### src/rtl/alu_serial_unit.sv
// Bit-serial ADD/AND/OR unit: receives op_code, op_1 and op_2 LSB first, then streams the result back LSB first.
// Optional macro ALU_SERIAL_CARRY_OUT_EN appends the ADD carry-out as one extra result bit.
module alu_serial_unit #(
  parameter int REGISTER_SIZE = 32,
  parameter int OP_WIDTH      = 3
) (
  input  logic clk,
  input  logic rst_n,
  input  logic rx_valid,
  input  logic rx_bit,
  output logic rx_ready,
  output logic tx_valid,
  output logic tx_bit,
  input  logic tx_ready,
  output logic busy,
  output logic err
);

`ifdef ALU_SERIAL_CARRY_OUT_EN
  localparam int RES_W = REGISTER_SIZE + 1;
`else
  localparam int RES_W = REGISTER_SIZE;
`endif
  localparam int CNT_W = $clog2(RES_W + 1);

  localparam logic [OP_WIDTH-1:0] OP_ADD = OP_WIDTH'(0);
  localparam logic [OP_WIDTH-1:0] OP_AND = OP_WIDTH'(1);
  localparam logic [OP_WIDTH-1:0] OP_OR  = OP_WIDTH'(2);

  typedef enum logic [2:0] {
    S_RECV_OP,
    S_RECV_OP1,
    S_RECV_OP2,
    S_EXEC,
    S_SEND
  } state_t;

  state_t                   r_state, w_state_nxt;
  logic [CNT_W-1:0]         r_cnt, w_cnt_nxt;
  logic [OP_WIDTH-1:0]      r_op;
  logic [REGISTER_SIZE-1:0] r_op1, r_op2;
  logic [RES_W-1:0]         r_result, w_result_nxt;
  logic [REGISTER_SIZE:0]   w_sum;
  logic [RES_W-1:0]         w_exec_val;
  logic                     w_unsupported;
  logic                     w_rx_fire, w_tx_fire;

  assign w_rx_fire = rx_valid && rx_ready;
  assign w_tx_fire = tx_valid && tx_ready;
  assign w_sum     = {1'b0, r_op1} + {1'b0, r_op2};

  always_comb begin
    w_exec_val    = '0;
    w_unsupported = 1'b0;
    case (r_op)
`ifdef ALU_SERIAL_CARRY_OUT_EN
      OP_ADD:  w_exec_val = w_sum;
`else
      OP_ADD:  w_exec_val = w_sum[REGISTER_SIZE-1:0];
`endif
      OP_AND:  w_exec_val = RES_W'(r_op1 & r_op2);
      OP_OR:   w_exec_val = RES_W'(r_op1 | r_op2);
      default: w_unsupported = 1'b1;
    endcase
  end

  always_comb begin
    w_state_nxt  = r_state;
    w_cnt_nxt    = r_cnt;
    w_result_nxt = r_result;
    rx_ready     = 1'b0;
    tx_valid     = 1'b0;
    tx_bit       = 1'b0;
    err          = 1'b0;
    busy         = !((r_state == S_RECV_OP) && (r_cnt == '0));
    case (r_state)
      S_RECV_OP: begin
        rx_ready = 1'b1;
        if (w_rx_fire) begin
          if (r_cnt == CNT_W'(OP_WIDTH - 1)) begin
            w_state_nxt = S_RECV_OP1;
            w_cnt_nxt   = '0;
          end else begin
            w_cnt_nxt = r_cnt + 1'b1;
          end
        end
      end
      S_RECV_OP1: begin
        rx_ready = 1'b1;
        if (w_rx_fire) begin
          if (r_cnt == CNT_W'(REGISTER_SIZE - 1)) begin
            w_state_nxt = S_RECV_OP2;
            w_cnt_nxt   = '0;
          end else begin
            w_cnt_nxt = r_cnt + 1'b1;
          end
        end
      end
      S_RECV_OP2: begin
        rx_ready = 1'b1;
        if (w_rx_fire) begin
          if (r_cnt == CNT_W'(REGISTER_SIZE - 1)) begin
            w_state_nxt = S_EXEC;
            w_cnt_nxt   = '0;
          end else begin
            w_cnt_nxt = r_cnt + 1'b1;
          end
        end
      end
      S_EXEC: begin
        w_result_nxt = w_exec_val;
        err          = w_unsupported;
        w_state_nxt  = S_SEND;
      end
      S_SEND: begin
        tx_valid = 1'b1;
        tx_bit   = r_result[0];
        // Result is a shift register: bit 0 is always the one on the wire.
        if (w_tx_fire) begin
          w_result_nxt = r_result >> 1;
          if (r_cnt == CNT_W'(RES_W - 1)) begin
            w_state_nxt = S_RECV_OP;
            w_cnt_nxt   = '0;
          end else begin
            w_cnt_nxt = r_cnt + 1'b1;
          end
        end
      end
      default: begin
        w_state_nxt = S_RECV_OP;
        w_cnt_nxt   = '0;
      end
    endcase
  end

  always_ff @(posedge clk or negedge rst_n) begin
    if (!rst_n) begin
      r_state  <= S_RECV_OP;
      r_cnt    <= '0;
      r_result <= '0;
    end else begin
      r_state  <= w_state_nxt;
      r_cnt    <= w_cnt_nxt;
      r_result <= w_result_nxt;
    end
  end

  // Fields arrive LSB first, so shifting in at the MSB leaves each field aligned once complete.
  always_ff @(posedge clk or negedge rst_n) begin
    if (!rst_n) begin
      r_op  <= '0;
      r_op1 <= '0;
      r_op2 <= '0;
    end else if (w_rx_fire) begin
      case (r_state)
        S_RECV_OP:  r_op  <= {rx_bit, r_op[OP_WIDTH-1:1]};
        S_RECV_OP1: r_op1 <= {rx_bit, r_op1[REGISTER_SIZE-1:1]};
        S_RECV_OP2: r_op2 <= {rx_bit, r_op2[REGISTER_SIZE-1:1]};
        default: ;
      endcase
    end
  end

endmodule

### config.mk
export PLATFORM = sky130hd
export DESIGN_NAME = alu_serial_unit
export DESIGN_NICKNAME = d
export VERILOG_FILES = /design/src/rtl/alu_serial_unit.sv
export SDC_FILE = /design/constraint.sdc
export NUM_CORES = 1
export LEC_CHECK = 0
export BUFFER_PORTS_ARGS = -buffer_cell sky130_fd_sc_hd__buf_2
export CAP_MARGIN = 20
export CORE_MARGIN = 2
export CORE_UTILIZATION = 25
export CTS_BUF_LIST = sky130_fd_sc_hd__clkbuf_2 sky130_fd_sc_hd__clkbuf_4 sky130_fd_sc_hd__clkbuf_8
export DETAILED_ROUTE_END_ITERATION = 12
export GPL_TIMING_DRIVEN = 0
export SLEW_MARGIN = 5
export SYNTH_ARGS = -nofsm -noshare
export SYNTH_HDL_FRONTEND = slang
export SYNTH_SLANG_ARGS = --single-unit
export TNS_END_PERCENT = 10
### constraint.sdc
create_clock -name clk -period 3.37 [get_ports clk]
set_input_delay 0.674 -clock clk [delete_from_list [all_inputs] [get_ports clk]]
set_output_delay 0.674 -clock clk [all_outputs]
set_load 0.1 [all_outputs]
==> summary.md <==
| Metric | Value |
|---|---|
| Syn Std Cell Area | `0.00736 mm2` |
| Max Clock Skew | `0.0143 ns` |
| Post-CTS setup buffer count | `0` |
| TNS Setup | `0 ns` |
| Flops & latches, synth | `108` |
| Nets | `979` |
| Global-route wire length before repair | `32.5 mm` |
| CTS resizes | `0` |
| Unique masters post-synth | `74` |
| Pin count of the biggest net entering global routing | `76` |
| DIE WIDTH | `176 um` |
| Switching share of power | `46.3%` |
| Die area | `0.0308 mm2` |
| Register area share after synthesis | `36.7%` |
| CTS Buf Count | `9` |
| Total core area | `0.0289 mm2` |
| Filler Cell Count | `3,120` |
| Dpl cells | `1,279` |
| Grt ovf | `0` |
| Measured slew at the worst slew-check pin | `1.05 ns` |
| Hold Fails Final Rpt | `0` |
| Area grow syn2layout | `10.7%` |
| Worst endpoint data arrival time | `2.47 ns` |
| Ys flop type | `dfrtp_1` |
| Worst skew pair latency | `0.40 ns` |
| Slowest cell on crit path | `buf_2` |
| Outcome | `complete, no violations` |
| Sequential Power Share | `33.2%` |
| Total routed wirelength | `19.4 mm` |
| Final setup viols | `0` |
| Pwr dens | `856 mW/mm2` |
| Vias in the first global route | `6,177` |
| Worst R2R Path Depth | `10` |
| Setup CP Type | `reg -> out` |
| Area share of the largest cell type after synthesis | `36.7%` |
| Syn Nets | `958` |
| CTS tree | `yes` |
| Synth top area cells | `dfrtp_1 (37%), ha_1 (11%), o21ai_0 (8.4%)` |
| Max-Cap Viols | `0` |
| P_sw | `3.23 mW` |
| Dominant cell type by area after synthesis | `dfrtp_1` |
| Initial Util | `25.5%` |
| Pleak | `3.57 nW` |
| Most common cell after layout, fill and taps aside | `nand2_1` |
| Final core occ | `28.2%` |
| Die Y | `176 um` |
| Gr usage total | `13.0%` |
| Non-Filler Instances | `1,294` |
| Final Wtd Congestion | `0.833` |
| CTS sink cnt | `108` |
| Via count | `6,318` |
| CP max stage delay | `0.54 ns` |
| Period utilization | `93.4%` |
| FFs w/ async S/R, synth | `100%` |
| Worst setup SP type | `flip-flop` |
| Rel. slew slack | `29.5%` |
| Multi-input logic area | `0.00412 mm2` |
| Syn Area/Cell | `8.32 um2` |
| Worst-path clk slew | `0.11 ns` |
| Clock power frac | `13.3%` |
| Fin crit period | `3.15 ns` |
| DRT Pass-1 Iters | `5` |
| Worst hold margin | `0.157 ns` |
| Hold Buf Count CTS | `0` |
| Cells after synthesis | `885` |
| Register Area | `0.00270 mm2` |
| CTS max path bufs | `2` |
| Initial antenna violation count | `0` |
| Num rows | `62` |
| Initial DRC Count | `552` |
| Worst hold path class | `in -> async` |
| WP data required | `2.70 ns` |
| FMAX | `318 MHz` |
| Wire per inst | `15.0 um` |
| VDD IR max | `0.211 mV` |
| # IOs | `10` |
| YS warnings | `0` |
| Root buffer cell | `clkbuf_8` |
| Crit-path cells | `nor2_1 > nand2_1 > inv_2 > buf_1 > buf_2` |
| Final slew viol count | `0` |
| Share of layout cells above drive strength 1 | `7.03%` |
| DR DRC count | `0` |
| Internal power | `3.75 mW` |
| Via density | `4.88` |
| Maximum fanout along the worst path | `10` |
| Crit end category | `output port` |
| Logic pwr share | `53.5%` |
| # diodes | `0` |
| RSZ-0062 raised after global routing | `false` |
| Detail Placement HPWL | `14.1 mm` |
| Routed Antenna Nets | `0` |
| Total power | `6.98 mW` |
| Most frequent cells in the layout | `nand2_1 (139), o21ai_0 (124), dfrtp_1 (108)` |
| H-tree depth | `3` |
| Post-synth EDFFs | `0` |
| I/O Buffers | `9` |
==> layer usage <==
metal	vias up	routed length [um]	GRT usage (%)
met2	150	8720	20.3
met5	-	0	0
li1	3096	-	-
met1	3048	9330	18.1
met3	24	1010	2.58
met4	0	310	4.17
==> flip-flops by register name, indices dropped and copies added, names as in the netlist <==
| name | cells |
|---|---|
| r_result | 32 |
| r_state | 3 |
| r_cnt | 6 |
| r_op | 3 |
| r_op2 | 32 |
| r_op1 | 32 |
==> path summary, 6_finish.rpt <==
path,startpoint,to,slack [ns]
max,r_state[0],tx_valid,0.22
min,rst_n,r_op2[19],0.16
max reg2reg,r_op1[1],r_result[27],0.56
min reg2reg,r_result[1],r_result[1],0.49
max in group asynchronous,rst_n,r_result[10],2.52
min in group clk,r_result[1],r_result[1],0.49
==> power by group through the flow <==
stage          clock, mW  sequential (mW)  combinational, mW
2_1_floorplan          0             2.22               2.83
3_3_place_gp           0             2.31               3.67
3_5_place_dp           0             2.34               3.69
4_1_cts            0.955             2.31               3.71
5_1_grt             1.01             2.40               4.22
6_report           0.926             2.32               3.74
==> stage by stage <==
step                cell area [um2]  worst slack, ns
detailed placement             7930            0.638
finish                         8150            0.223
floorplan                      7370            0.525
CTS                            8150            0.226
global placement               7900            0.208
global route                   8150           0.0945
==> Yosys cell counts (3+ instances only) <==
master and instances:
a31o_2 3, xor2_1 11, a21o_1 19, and2_1 4, o21ai_1 5, inv_1 78, a221oi_1 22, o21bai_1 3
a211o_1 4, clkbuf_1 29, dfrtp_1 108, nor2_1 65, o211ai_1 4, o21ai_0 124, nor2b_1 5, xnor2_1 13
o22ai_1 14, nand2_1 139, nand3_1 13, mux2i_1 3, a31oi_1 9, buf_2 3, a21oi_1 47, nand2b_1 5
clkbuf_8 4, ha_1 67, buf_6 4, o31ai_1 4, o21a_1 4, and3_1 7, nor3_1 4, buf_1 3
==> critical path, delay by kind of cell, from the launching register on <==
kind                   cells  cell delay [ns]
buffers and inverters      3             1.28
AND/OR/NAND/NOR            2             0.37
flip-flops                 1             0.41
==> area by class of cell <==
type,count,area share [%]
Multi-Input combinational cell,652,50.5
Inverter,79,3.64
Sequential cell,108,33.2
Tap cell,384,5.89
Buffer,46,3.10
Clock inverter,5,1.04
Timing Repair Buffer,10,0.967
Clock buffer,10,1.69
==> kinds of logic (layout without fill, tap and decap cells) <==
family	after synthesis	in the layout	synth area share [%]
adders and majority gates	68	68	11.7
xor gates and xnor gates	24	24	2.85
AOI/OAI and AO/OA	295	295	25.5
DFF	108	108	36.7
and+or+nand+nor	261	261	15.3
muxes	4	4	0.561
buffers and inverters	125	150	7.46
Power figures use the tool's default switching activity.
